File: src/rtl/wb_stage.sv
// Write-back stage: registers the MEM bundle, aligns the load data, drives the
// register-file write port and retirement trace, and counts retired bundles.
`ifndef MS_TO_WS_BUS_WD
`define MS_TO_WS_BUS_WD 150
`endif

module wb_stage #(
    parameter int CNT_W = 32
) (
    input  logic                        clk,
    input  logic                        reset,
    output logic                        ws_allowin,
    input  logic                        ms_to_ws_valid,
    input  logic [`MS_TO_WS_BUS_WD-1:0] ms_to_ws_bus,
    output logic                        rf_we,
    output logic [4:0]                  rf_waddr,
    output logic [31:0]                 rf_wdata,
    output logic [4:0]                  WB_dest,
    output logic [31:0]                 WB_result,
    output logic [31:0]                 debug_wb_pc,
    output logic [3:0]                  debug_wb_rf_wen,
    output logic [4:0]                  debug_wb_rf_wnum,
    output logic [31:0]                 debug_wb_rf_wdata,
    output logic [CNT_W-1:0]            retire_cnt
);

    logic                        ws_valid;
    logic [`MS_TO_WS_BUS_WD-1:0] ws_bus_r;
    logic [CNT_W-1:0]            retire_cnt_reg;
    logic                        ws_ready_go;

    logic        res_from_mem;
    logic [11:0] mem_inst;
    logic [31:0] rt_value;
    logic [31:0] data_rdata;
    logic [1:0]  rdata_type;
    logic        ex;
    logic        gr_we;
    logic [4:0]  dest;
    logic [31:0] final_result;
    logic [31:0] pc;

    assign {res_from_mem, mem_inst, rt_value, data_rdata, rdata_type,
            ex, gr_we, dest, final_result, pc} = ws_bus_r;

    assign ws_ready_go = 1'b1;
    assign ws_allowin  = !ws_valid || ws_ready_go;

    always_ff @(posedge clk) begin
        if (!reset) begin
            ws_valid       <= 1'b0;
            ws_bus_r       <= '0;
            retire_cnt_reg <= '0;
        end else begin
            if (ws_allowin) begin
                ws_valid <= ms_to_ws_valid;
                if (ms_to_ws_valid) begin
                    ws_bus_r <= ms_to_ws_bus;
                end
            end
            // The held bundle retires on this edge unless it carries an exception.
            if (ws_valid && !ex) begin
                retire_cnt_reg <= retire_cnt_reg + CNT_W'(1);
            end
        end
    end

    logic [7:0]  sel_byte;
    logic [15:0] sel_half;
    logic [31:0] lwl_val;
    logic [31:0] lwr_val;
    logic [31:0] mem_val;
    logic        unused_inst_bits;

    assign unused_inst_bits = ^{mem_inst[11:8], mem_inst[1]};

    always_comb begin
        sel_byte = data_rdata[7:0];
        lwl_val  = data_rdata;
        lwr_val  = data_rdata;
        case (rdata_type)
            2'd0: begin
                sel_byte = data_rdata[7:0];
                lwl_val  = {data_rdata[7:0], rt_value[23:0]};
                lwr_val  = data_rdata;
            end
            2'd1: begin
                sel_byte = data_rdata[15:8];
                lwl_val  = {data_rdata[15:0], rt_value[15:0]};
                lwr_val  = {rt_value[31:24], data_rdata[31:8]};
            end
            2'd2: begin
                sel_byte = data_rdata[23:16];
                lwl_val  = {data_rdata[23:0], rt_value[7:0]};
                lwr_val  = {rt_value[31:16], data_rdata[31:16]};
            end
            default: begin
                sel_byte = data_rdata[31:24];
                lwl_val  = data_rdata;
                lwr_val  = {rt_value[31:8], data_rdata[31:24]};
            end
        endcase
    end

    assign sel_half = rdata_type[1] ? data_rdata[31:16] : data_rdata[15:0];

    // Misaligned halfword types (01/11) produce zero rather than a partial value.
    always_comb begin
        mem_val = data_rdata;
        if (mem_inst[2]) begin
            mem_val = {{24{sel_byte[7]}}, sel_byte};
        end else if (mem_inst[3]) begin
            mem_val = {24'd0, sel_byte};
        end else if (mem_inst[4]) begin
            mem_val = rdata_type[0] ? 32'd0 : {{16{sel_half[15]}}, sel_half};
        end else if (mem_inst[5]) begin
            mem_val = rdata_type[0] ? 32'd0 : {16'd0, sel_half};
        end else if (mem_inst[6]) begin
            mem_val = lwl_val;
        end else if (mem_inst[7]) begin
            mem_val = lwr_val;
        end
    end

    assign rf_wdata          = res_from_mem ? mem_val : final_result;
    assign rf_we             = ws_valid && gr_we && !ex;
    assign rf_waddr          = dest;
    assign WB_dest           = dest & {5{rf_we}};
    assign WB_result         = rf_wdata;
    assign debug_wb_pc       = pc;
    assign debug_wb_rf_wen   = {4{rf_we}};
    assign debug_wb_rf_wnum  = dest;
    assign debug_wb_rf_wdata = rf_wdata;
    assign retire_cnt        = retire_cnt_reg;

endmodule

File: config.mk
export PLATFORM = sky130hd
export DESIGN_NAME = wb_stage
export DESIGN_NICKNAME = d
export VERILOG_FILES = /design/src/rtl/wb_stage.sv
export SDC_FILE = /design/constraint.sdc
export NUM_CORES = 1
export LEC_CHECK = 0
export BUFFER_PORTS_ARGS = -buffer_cell sky130_fd_sc_hd__buf_2
export CORE_UTILIZATION = 38
export DETAILED_ROUTE_END_ITERATION = 12
export GPL_ROUTABILITY_DRIVEN = 1
export HOLD_SLACK_MARGIN = 0.15
export PLACE_DENSITY_LB_ADDON = 0.3
export SLEW_MARGIN = 20
export SYNTH_ARGS = -nofsm -noshare
export SYNTH_HDL_FRONTEND = slang
export SYNTH_SLANG_ARGS = --single-unit
File: constraint.sdc
create_clock -name clk -period 3.05 [get_ports clk]
set_input_delay 0.915 -clock clk [delete_from_list [all_inputs] [get_ports clk]]
set_output_delay 0.915 -clock clk [all_outputs]
set_load 0.01 [all_outputs]
# Word level (Yosys, flattened, before mapping)
# Cells that the tools add are included.
[op_classes]
addsub = 1
n_reduce_logical = 5
n_eq_ne = 2
n_bitwise = 1
mux = 13
[ops]
columns = ["cell", "n"]
rows = [
  ["$mux W32", 8],
  ["$pmux W32 S3", 2],
  ["$add A32 B1 Y32 const B", 1],
  ["$mux W16", 2],
  ["$pmux W8 S3", 1],
  ["$and A5 B5 Y5", 1],
  ["$logic_and A1 B1 Y1", 3],
  ["$eq A2 B1 Y1 const B", 1],
  ["$eq A2 B2 Y1 const B", 1],
  ["$logic_not A2 Y1", 1],
  ["$logic_not A1 Y1", 1],
]
[word_totals]
elab_cells = 25
output_inout_bits = 181
input_bits = 153
reg_bits = 183

# Logic depth before layout (Yosys ltp)
# Gate-level depths: netlist (run 1).
[depth]
ltp_word = 9
mapped_depth = 9

# Worst setup path before layout (run 1)
# No wires, ideal clock.
[synth_timing]
path_type = "register -> output"
start = "register ws_bus_r[71]"
end = "output port debug_wb_rf_wdata[25]"
path_stages_with_launch = 9
setup_slack_ns = 0.030
t_arrival_ns = 2.105
t_required_ns = 2.135
cell_sequence = "dfxtp_1 buf_2 buf_2 clkbuf_1 buf_2 mux2i_1 mux2i_1 o21ai_0 buf_4"
[synth_via]
elab_chain_cells = 9
[synth_lines]
columns = ["item", "line", "text"]
rows = [
  ["from (decl)", "28", "logic [`MS_TO_WS_BUS_WD-1:0] ws_bus_r;"],
  ["from (signal assigned)", "58", "ws_bus_r <= ms_to_ws_bus;"],
  ["$eq A2 B2 Y1, or another cell as far along", "81", "case (rdata_type)"],
  ["$pmux W32 S3", "81", ""],
  ["$mux W32", "120", "end else if (mem_inst[7]) begin"],
  ["$mux W32", "118", "end else if (mem_inst[6]) begin"],
  ["$mux W32", "116", "end else if (mem_inst[5]) begin"],
  ["$mux W32", "114", "end else if (mem_inst[4]) begin"],
  ["$mux W32", "112", "end else if (mem_inst[3]) begin"],
  ["$mux W32 *", "110", "if (mem_inst[2]) begin"],
  ["$mux W32 *", "125", "assign rf_wdata = res_from_mem ? mem_val : final_result;"],
  ["to (decl)", "23", "output logic [31:0] debug_wb_rf_wdata,"],
]
# Mark *: on every way between the ends. The rest lies on a longest branch, timed or not.

# Worst setup path after layout (run 1)
[layout_timing]
start = "register ws_bus_r[71]"
end = "output port rf_wdata[16]"
[layout_via]
elab_chain_cells = 9
[layout_lines]
columns = ["item", "line", "text"]
rows = [
  ["$eq A2 B2 Y1, or another cell as far along", "81", ""],
  ["$pmux W32 S3", "81", ""],
  ["$mux W32", "120", ""],
  ["$mux W32", "118", ""],
  ["$mux W32", "116", ""],
  ["$mux W32", "114", ""],
  ["$mux W32", "112", ""],
  ["$mux W32 *", "110", ""],
  ["$mux W32 *", "125", ""],
  ["to (decl)", "17", "output logic [31:0] rf_wdata,"],
]
# Marked as above.

==> out/results.txt, run 1 <==
post-DR wirelength/cell - 18.5 microns
Compound-Gate Fraction of Synth Area - 12.6%
fin cells - 1675
leakage - 5.79 nW
H-tree depth - 4
failing checks - negative setup slack
Placed Cells - 1635
Post-Synthesis Cells - 1118
Min-Delay Path Class - register to register
Cell variety after synth - 62
DRT Wirelength - 31100 microns
CTS Sinks - 177
number of global-route vias before repair - 8002
Post-synth EDFFs - 0
max reg flops - 144
RSZ-0062 raised after global routing - yes
flops & latches, synth - 177
mux contribution to synthesized area - 22.4%
required time of the critical path - 2.13 ns
pwr dens - 489 nW/um^2
first-pass GRT wire length - 45300 microns
Tot GR Track Use - 22.2%
Crit Path Max Fanout - 8
I/O pins - 334
commonest non-fill, non-tap cell in the layout - buf_2
Core Area - 25300 sq um
Critical Path End Type - output pin
Crit path max-delay family - compound AO/OA/AOI/OAI gates
initial antenna violation count - 3
Syn Nets - 1272
Synth Area in Adders - 0.127%
ranking of synthesized cells by area - dfxtp_1 (36%), mux2i_1 (20%), buf_4 (8.4%)
port bufs - 326
Initial DRC Count - 722
Most Frequent Cell on Critical Path - a21o_1
Die ar. - 26700 sq um
CTS tree - done
row count - 58
commonest cells after routing, fill and taps aside - buf_2 (299), nor2_1 (186), mux2i_1 (174)
worst vdd ir - 0.295 mV
yosys warns - 0
routed vias/inst - 5.36
Crit Path Category - register to output pin
Pre-Repair DR Iteration Count - 8
Max Cap Violations - 0
worst-path cell chain - mux4_2 > a21o_1 > a21o_1 > buf_12 > o221a_4 > buf_6
Post-Synth XOR/XNOR Area - 0.709%
worst stage delay on the critical path - 0.58 ns
main combinational cell family by area after synthesis - multiplexers
clk slew on worst S/H paths - 0.08 ns
sequential-to-total area share from yosys stat - 35.8%
critical path's slowest cell - mux4_2
Slew Limit Fails - 0
status - finished with violations
synthesized area per cell - 8.84 sq um
Synth Cell Area - 9880 sq um
Synth top area share - 35.8%
leading area contributor after synthesis - dfxtp_1
Post-Synth Simple-Gate Area - 15.8%
Setup violations, final - 80
post-synthesis async set-or-reset flop share - 0%
Slew headroom - 56.7%
Post-DRT Antenna Nets - 0
initial core utilization - 39.0%
die width - 163 microns
Root Buffer - clkbuf_16
Vias - 8976
pin count of the biggest net entering global routing - 60
Layout Area Growth over Synthesis - 29.4%
final hold vios - 0
share of cells above drive strength 1 - 40.7%
CTS Buf Count - 17
hpwl dp - 22300 microns
worst path bufs/invs - 2
area of the multi-input gates - 5700 sq um
die height - 163 microns
pre-CTS setup slack - 0.0919 ns
clk_lat worst skew - 0.43 ns
GR Overflow Total - 0
Final Skew - 0.00935 ns
deepest clock path buffer count - 2
main flop type after synthesis - dfxtp_1
DR DRC count - 0
Worst Setup Start Kind - register
fillers - 2341
sequential cell area - 3560 sq um
Worst Path Arrival - 2.27 ns
final worst path period share - 104%
Nets - 1484
Slew @ Worst Pin - 0.649 ns
Final min period - 3.19 ns
Max Fclk - 0.314 GHz
final worst slack - -0.136 ns
hold_ws - 0.488 ns
GPL Wtd Cong - 0.913
TNS Setup - -6.00 ns
[stage by stage]
step | util (%) | instance area [sq um] | power, mW
floorplan | - | 9880 | 3.41
global placement | 44.5 | 11300 | 3.75
detailed placement | 44.5 | 11300 | 3.76
CTS | 48.6 | 12300 | 6.17
global route | 50.5 | 12800 | 6.50
finish | 50.5 | 12800 | 6.25
[cells by family after synthesis]
logic type                 after synthesis
AOI/OAI and AO/OA                      183
xor gates and xnor gates                 8
and+or+nand+nor                        328
buffers and inverters                  208
adders and majority gates                1
other                                    1
muxes                                  212
DFF                                    177
[worst reg2reg max path, cell delays in order (launching register included)]
cell,delay (ns)
dfxtp_1,0.40
ha_1,0.21
nand3b_4,0.11
or4_4,0.63
or4_1,0.55
a21oi_1,0.15
[metal layers]
metal	GRT usage, %	vias up	part of all wire [%]
met1	30.1	4246	45
met4	5.65	2	1.5
met3	4.88	41	7.1
li1	-	4305	-
met2	35.3	382	47
met5	0	-	0.032
[area by class of cell]
| cell class | count | area share, % |
|---|---|---|
| clock buffer | 17 | 3.33 |
| antenna | 2 | 0.0391 |
| tap | 330 | 3.23 |
| multi-input combinational | 733 | 44.6 |
| sequential | 177 | 27.9 |
| timing repair buffer | 387 | 19.0 |
| inverter | 14 | 0.460 |
| clock inverter | 15 | 1.50 |
[report_power, final]
group | internal [mW] | switching, mW | leakage (nW)
combinational | 0.667 | 0.723 | 4.03
sequential | 2.42 | 0.129 | 1.46
clock | 1.19 | 1.12 | 0.298
[path summary, 6_finish.rpt]
kind                    end      startpoint  cells past startpoint  slack (ns)
max reg2reg  retire_cnt[14]   retire_cnt[0]                      5        0.94
max            rf_wdata[16]    ws_bus_r[71]                      6       -0.14
min reg2reg  retire_cnt[30]  retire_cnt[30]                      2        0.49
min          retire_cnt[30]  retire_cnt[30]                      2        0.49
[cells in the mapped netlist (9+ instances only)]
| library cell | number |
|---|---|
| inv_1 | 14 |
| and3_1 | 13 |
| o211ai_1 | 9 |
| buf_4 | 111 |
| o22ai_1 | 26 |
| or2_2 | 11 |
| mux2i_1 | 193 |
| dfxtp_1 | 177 |
| o21ai_0 | 32 |
| o221a_2 | 11 |
| mux2_2 | 13 |
| a21oi_1 | 38 |
| nand2_1 | 39 |
| or4_1 | 18 |
| clkbuf_1 | 57 |
| nor2_1 | 187 |
| o31ai_1 | 21 |
| buf_2 | 16 |
[repair_timing]
item	4_1_cts	5_1_grt
hold buffers	0	0
resized for setup	87	75
endpoints found under the setup margin	96	96
pin swaps	8	12
setup buffers	3	5
cloned	1	0
No activity file was read; power rests on OpenSTA's default activity.
==> run 2: changes to the inputs <==
--- a/config.mk
+++ b/config.mk
@@ -6,11 +6,13 @@
 export NUM_CORES = 1
 export LEC_CHECK = 0
 export BUFFER_PORTS_ARGS = -buffer_cell sky130_fd_sc_hd__buf_2
-export CORE_UTILIZATION = 38
+export CORE_MARGIN = 4
+export CORE_UTILIZATION = 51
 export DETAILED_ROUTE_END_ITERATION = 12
 export GPL_ROUTABILITY_DRIVEN = 1
 export HOLD_SLACK_MARGIN = 0.15
 export PLACE_DENSITY_LB_ADDON = 0.3
+export SKIP_CTS_REPAIR_TIMING = 1
 export SLEW_MARGIN = 20
 export SYNTH_ARGS = -nofsm -noshare
 export SYNTH_HDL_FRONTEND = slang
==> run 2 against run 1 <==
Compared with the run above: first-iteration DRC count down 0.97%; combinational power hardly changed; register-to-register slack about the same; global-route usage rose by 4.5 points; via count up 2.3%; the flow still finishes with violations (negative setup slack); critical path depth is 2 lower; die area down 19%; sequential share of layout area rose by 0.38 points; sequential power is essentially flat; maximum frequency shrank 2.2%; utilization grew 16 points; clock power shrank 3%.
==> out/results.txt, run 2 (synthesized netlist as in run 1, its figures left out) <==
Slew headroom - 57.7% (+1.1 points)
commonest cells after routing, fill and taps aside - buf_2 (306), nor2_1 (187), mux2i_1 (178)
max reg flops - 144 (unchanged)
initial antenna violation count - 6 (+3)
first-pass GRT wire length - 46000 microns (+1.6%)
hold_ws - 0.494 ns (+0.00589 ns)
Tot GR Track Use - 26.7% (+4.5 points)
pre-CTS setup slack - 0.0715 ns (-0.0204 ns)
fin cells - 1619 (-3.3%)
Nets - 1494 (+0.67%)
required time of the critical path - 2.13 ns (about the same)
critical path's slowest cell - mux4_2
Worst Setup Start Kind - register
met3 usage - 5.68% (+0.80 points)
share of cells above drive strength 1 - 40.6% (-0.079 points)
Initial DRC Count - 715 (-0.97%)
Seq pwr share - 41.4% (+0.5 points)
clk slew on worst S/H paths - 0.07 ns (about the same)
Core Area - 18900 sq um (-25%)
die width - 147 microns (-9.8%)
die height - 147 microns (-9.8%)
DR DRC count - 0 (unchanged)
failing checks - negative setup slack
deepest clock path buffer count - 2 (unchanged)
pin count of the biggest net entering global routing - 55 (-8.3%)
number of global-route vias before repair - 8289 (+3.6%)
initial core utilization - 52.3% (+13 points)
port bufs - 326 (unchanged)
Crit path max-delay family - compound AO/OA/AOI/OAI gates
I/O pins - 334 (unchanged)
Pre-Repair DR Iteration Count - 5 (-3)
worst stage delay on the critical path - 0.63 ns (+0.05 ns)
Post-DRT Antenna Nets - 0 (unchanged)
status - finished with violations
CTS Buf Count - 17 (unchanged)
GRT met1 Usage - 36.5% (+6.5 points)
commonest non-fill, non-tap cell in the layout - buf_2
Int Pwr - 4.27 mW (-0.29%)
Clock Power Share - 36.3% (-0.6 points)
Final min period - 3.26 ns (+0.0727 ns)
Layout Area Growth over Synthesis - 27.6%
hpwl dp - 22500 microns (+0.71%)
worst-path cell chain - mux4_2 > a21o_4 > o32a_1 > buf_2
final worst path period share - 107% (+2.4 points)
Switching Fraction - 30.8% (-0.73 points)
Max Fclk - 0.307 GHz (-2.2%)
total power - 6.17 mW (-1.3%)
clk_lat worst skew - 0.44 ns (about the same)
RSZ-0062 raised after global routing - yes
final worst slack - -0.208 ns (-0.0727 ns)
leakage - 5.81 nW (+0.33%)
combinational share of power - 22.3% (about the same)
final hold vios - 0 (unchanged)
Root Buffer - clkbuf_16
Final Skew - 0.00993 ns (+0.000584 ns)
Worst Path Arrival - 2.34 ns (+0.07 ns)
gr busiest metal - met2
CTS Sinks - 177 (unchanged)
Critical Path End Type - output pin
worst path bufs/invs - 1 (-1)
Min-Delay Path Class - register to register
Setup violations, final - 90 (+13%)
CTS tree - done
worst vdd ir - 0.429 mV (+45%)
Max Cap Violations - 0 (unchanged)
pwr dens - 489 nW/um^2 (about the same)
Placed Cells - 1573 (-3.8%)
Die ar. - 21700 sq um (-19%)
Vias - 9178 (+2.3%)
switching power - 1.90 mW (-3.6%)
GR Overflow Total - 0 (unchanged)
GRT met2 Usage - 41.6% (+6.3 points)
Slew Limit Fails - 0 (unchanged)
routed vias/inst - 5.67 (+5.8%)
post-DR wirelength/cell - 19.2 microns (+3.8%)
Slew @ Worst Pin - 0.617 ns (-0.0323 ns)
Crit Path Max Fanout - 6 (-2)
DRT Wirelength - 31100 microns (+0.29%)
H-tree depth - 4 (unchanged)
GPL Wtd Cong - 0.958 (+4.9%)
Crit Path Category - register to output pin
row count - 50 (-14%)
[run 2: cell count changes in the layout (fill, tap and decap cells not counted), sizes merged]
cell and change:
diode +4, buf +10, inv +1, clkbuf +2, bufbuf -1, clkinvlp -2
[run 2: path summary, 6_finish.rpt]
path	start	to	slack [ns]	cells after the start
worst max register to register	retire_cnt[0]	retire_cnt[18]	0.95	5
worst min-delay path	ws_bus_r[45]	ws_bus_r[45]	0.49	2
worst min register to register	ws_bus_r[45]	ws_bus_r[45]	0.49	2
worst max-delay path	ws_bus_r[71]	rf_wdata[15]	-0.21	4
[run 2: routing by layer]
metal	wire length (microns)	part of all wire, %
met1	12900	41
met2	14700	47
met3	2790	9.0
met4	737	2.4
met5	0	0
[run 2: power groups by stage]
stage	Sequential (mW)	Clock, mW	Combinational, mW
floorplan	2.54	0	0.868
global placement	2.59	0	1.17
detailed placement	2.59	0	1.18
CTS	2.54	2.28	1.19
global route	2.56	2.39	1.47
finish	2.55	2.24	1.37
[run 2: worst register-to-register path, stage by stage, from the launching register on]
cell	delay (ns)
dfxtp_1	0.39
ha_1	0.22
nand3b_4	0.11
or4_4	0.63
or4_1	0.54
a21oi_1	0.14
[run 2: final cells by class]
class,count,area (sq um)
fill,1633,6280
multi-input combinational,733,5620
sequential,177,3560
timing repair buffer,397,2430
clock buffer,18,439
tap,260,325
clock inverter,14,165
inverter,14,55.1
antenna,6,15.0
[run 2: per-stage QoR]
stage	TNS [ns]	cell area, sq um	util (%)
2_1_floorplan	0	9880	-
3_3_place_gp	0	11200	59.4
3_5_place_dp	0	11200	59.4
4_1_cts	-26.02	11800	62.6
5_1_grt	-15.01	12600	66.8
6_report	-11.74	12600	66.8
==> run 3: changes to the inputs <==
--- a/config.mk
+++ b/config.mk
@@ -11,6 +11,7 @@
 export DETAILED_ROUTE_END_ITERATION = 12
 export GPL_ROUTABILITY_DRIVEN = 1
 export HOLD_SLACK_MARGIN = 0.15
+export MAX_ROUTING_LAYER = met4
 export PLACE_DENSITY_LB_ADDON = 0.3
 export SKIP_CTS_REPAIR_TIMING = 1
 export SLEW_MARGIN = 20
==> constraint.sdc (replaced) <==
create_clock -name clk -period 3.5 [get_ports clk]
set_input_delay 1.05 -clock clk [delete_from_list [all_inputs] [get_ports clk]]
set_output_delay 1.05 -clock clk [all_outputs]
set_load 0.01 [all_outputs]
==> run 3 against run 2 <==
Compared with the run above: the flow now finishes without violations; non-clock buffer count is 36 lower; die area stayed put; register-to-register slack better by 0.19 ns; flip-flop and latch count unchanged; global-route usage barely moved; first-iteration DRC count is 5.5% lower; clock skew grew 0.0022 ns; clock power decreased by 11%; sequential share of layout area grew 2.2 points; highest routed layer unchanged.
==> out/results.txt, run 3 (synthesized netlist as in run 1, its figures left out) <==
die height - 147 microns (unchanged)
Vias - 8754 (-4.6%)
TNS Setup - 0 ns (+11.74 ns)
row count - 50 (unchanged)
routed vias/inst - 5.54 (-2.3%)
fin cells - 1580 (-2.4%)
worst-path cell chain - buf_4 > mux2i_1 > mux2i_1 > o2111ai_1 > nand2_1 > buf_2
Final min period - 3.43 ns
top routing layer used - met4
Crit Path Category - register to output pin
Tot GR Track Use - 26.7% (about the same)
Placed Cells - 1542 (-2.0%)
Final Skew - 0.0122 ns (+0.00225 ns)
port bufs - 326 (unchanged)
Worst Path Arrival - 2.38 ns (+0.04 ns)
Layout Area Growth over Synthesis - 18.2%
Crit path max-delay family - multiplexers
critical path's slowest cell - dfxtp_4
DR DRC count - 0 (unchanged)
placed instance area - 11000 sq um (-2.2%)
Max Fclk - 0.291 GHz
Nets - 1458 (-2.4%)
pre-CTS setup slack - 0.242 ns (+0.171 ns)
H-tree depth - 4 (unchanged)
Die ar. - 21700 sq um (unchanged)
DRT Wirelength - 29700 microns (-4.5%)
status - completed
Slew headroom - 44.4% (-13 points)
Core Area - 18900 sq um (unchanged)
share of cells above drive strength 1 - 35.0% (-5.6 points)
commonest non-fill, non-tap cell in the layout - buf_2
number of global-route vias before repair - 8160 (-1.6%)
I/O pins - 334 (unchanged)
GR Overflow Total - 0 (unchanged)
hpwl dp - 21700 microns (-3.4%)
Crit Path Max Fanout - 17 (+11)
initial antenna violation count - 3 (-3)
Most Frequent Cell on Critical Path - mux2i_1
design area - 11700 sq um (-7.4%)
GPL Wtd Cong - 0.922 (-3.7%)
required time of the critical path - 2.45 ns (+0.32 ns)
pin count of the biggest net entering global routing - 175 (+220%)
worst path bufs/invs - 2 (+1)
initial core utilization - 52.3% (unchanged)
Critical Path End Type - output pin
M1 WL - 13000 microns (+0.67%)
commonest cells after routing, fill and taps aside - buf_2 (325), mux2i_1 (189), nor2_1 (186)
Post-DRT Antenna Nets - 0 (unchanged)
pwr dens - 448 nW/um^2 (-8.4%)
Pre-Repair DR Iteration Count - 6 (+1)
CTS tree - done
final worst slack - 0.0662 ns (+0.275 ns)
max reg flops - 144 (unchanged)
hold_ws - 0.492 ns (-0.00199 ns)
first-pass GRT wire length - 44900 microns (-2.4%)
Worst Setup Start Kind - register
DR WL met2 - 14200 microns (-3.7%)
clk slew on worst S/H paths - 0.07 ns (about the same)
Initial DRC Count - 676 (-5.5%)
Slew @ Worst Pin - 0.833 ns (+0.217 ns)
post-DR wirelength/cell - 18.8 microns (-2.1%)
Setup violations, final - 0 (-100%)
clk_lat worst skew - 0.43 ns (about the same)
deepest clock path buffer count - 2 (unchanged)
die width - 147 microns (unchanged)
leakage - 5.47 nW (-5.9%)
worst vdd ir - 0.304 mV (-29%)
CTS Buf Count - 17 (unchanged)
RSZ-0062 raised after global routing - no
Min-Delay Path Class - register to register
final hold vios - 0 (unchanged)
Root Buffer - clkbuf_16
CTS Sinks - 177 (unchanged)
Slew Limit Fails - 0 (unchanged)
Max Cap Violations - 0 (unchanged)
met3 wire len - 2180 microns (-22%)
worst stage delay on the critical path - 0.52 ns (-0.11 ns)
final worst path period share - 98.1%
-- run 3: worst register-to-register path: stages, from the launching register on --
cell	delay (ns)
dfxtp_1	0.43
and4_1	0.34
nand4_1	0.63
or4_1	0.74
a21oi_1	0.15
-- run 3: metal layers --
metal / up-vias / GRT usage (%)
li1: 4233 / -
met1: 4110 / 35.4
met2: 383 / 42.8
met3: 28 / 4.50
met4: 0 / 6.62
met5: - / -
-- run 3: layout make-up --
class	count	area [sq um]
clock buffer	18	439
inverter	14	55.1
tap	260	325
fill	1658	7210
multi-input combinational	733	5160
clock inverter	14	173
timing repair buffer	361	1970
sequential	177	3550
antenna	3	7.51
-- run 3: stage by stage --
step,util (%),total power [mW]
6_report,61.8,5.23
5_1_grt,61.8,5.45
4_1_cts,61.3,5.25
3_5_place_dp,58.1,3.25
3_3_place_gp,58.1,3.24
2_1_floorplan,-,2.97
-- run 3: power by group --
part / leakage (nW) / internal, mW / switching (mW)
combinational: 3.71 / 0.451 / 0.552
clock: 0.298 / 1.15 / 0.847
sequential: 1.46 / 2.12 / 0.111
-- run 3: path summary, 6_finish.rpt --
kind / from / end / slack, ns / cells past startpoint
hold reg to reg: ws_bus_r[3] / ws_bus_r[3] / 0.49 / 2
setup reg to reg: retire_cnt[12] / retire_cnt[29] / 1.14 / 4
hold / removal: ws_bus_r[3] / ws_bus_r[3] / 0.49 / 2
setup / recovery: ws_bus_r[72] / rf_wdata[2] / 0.07 / 6
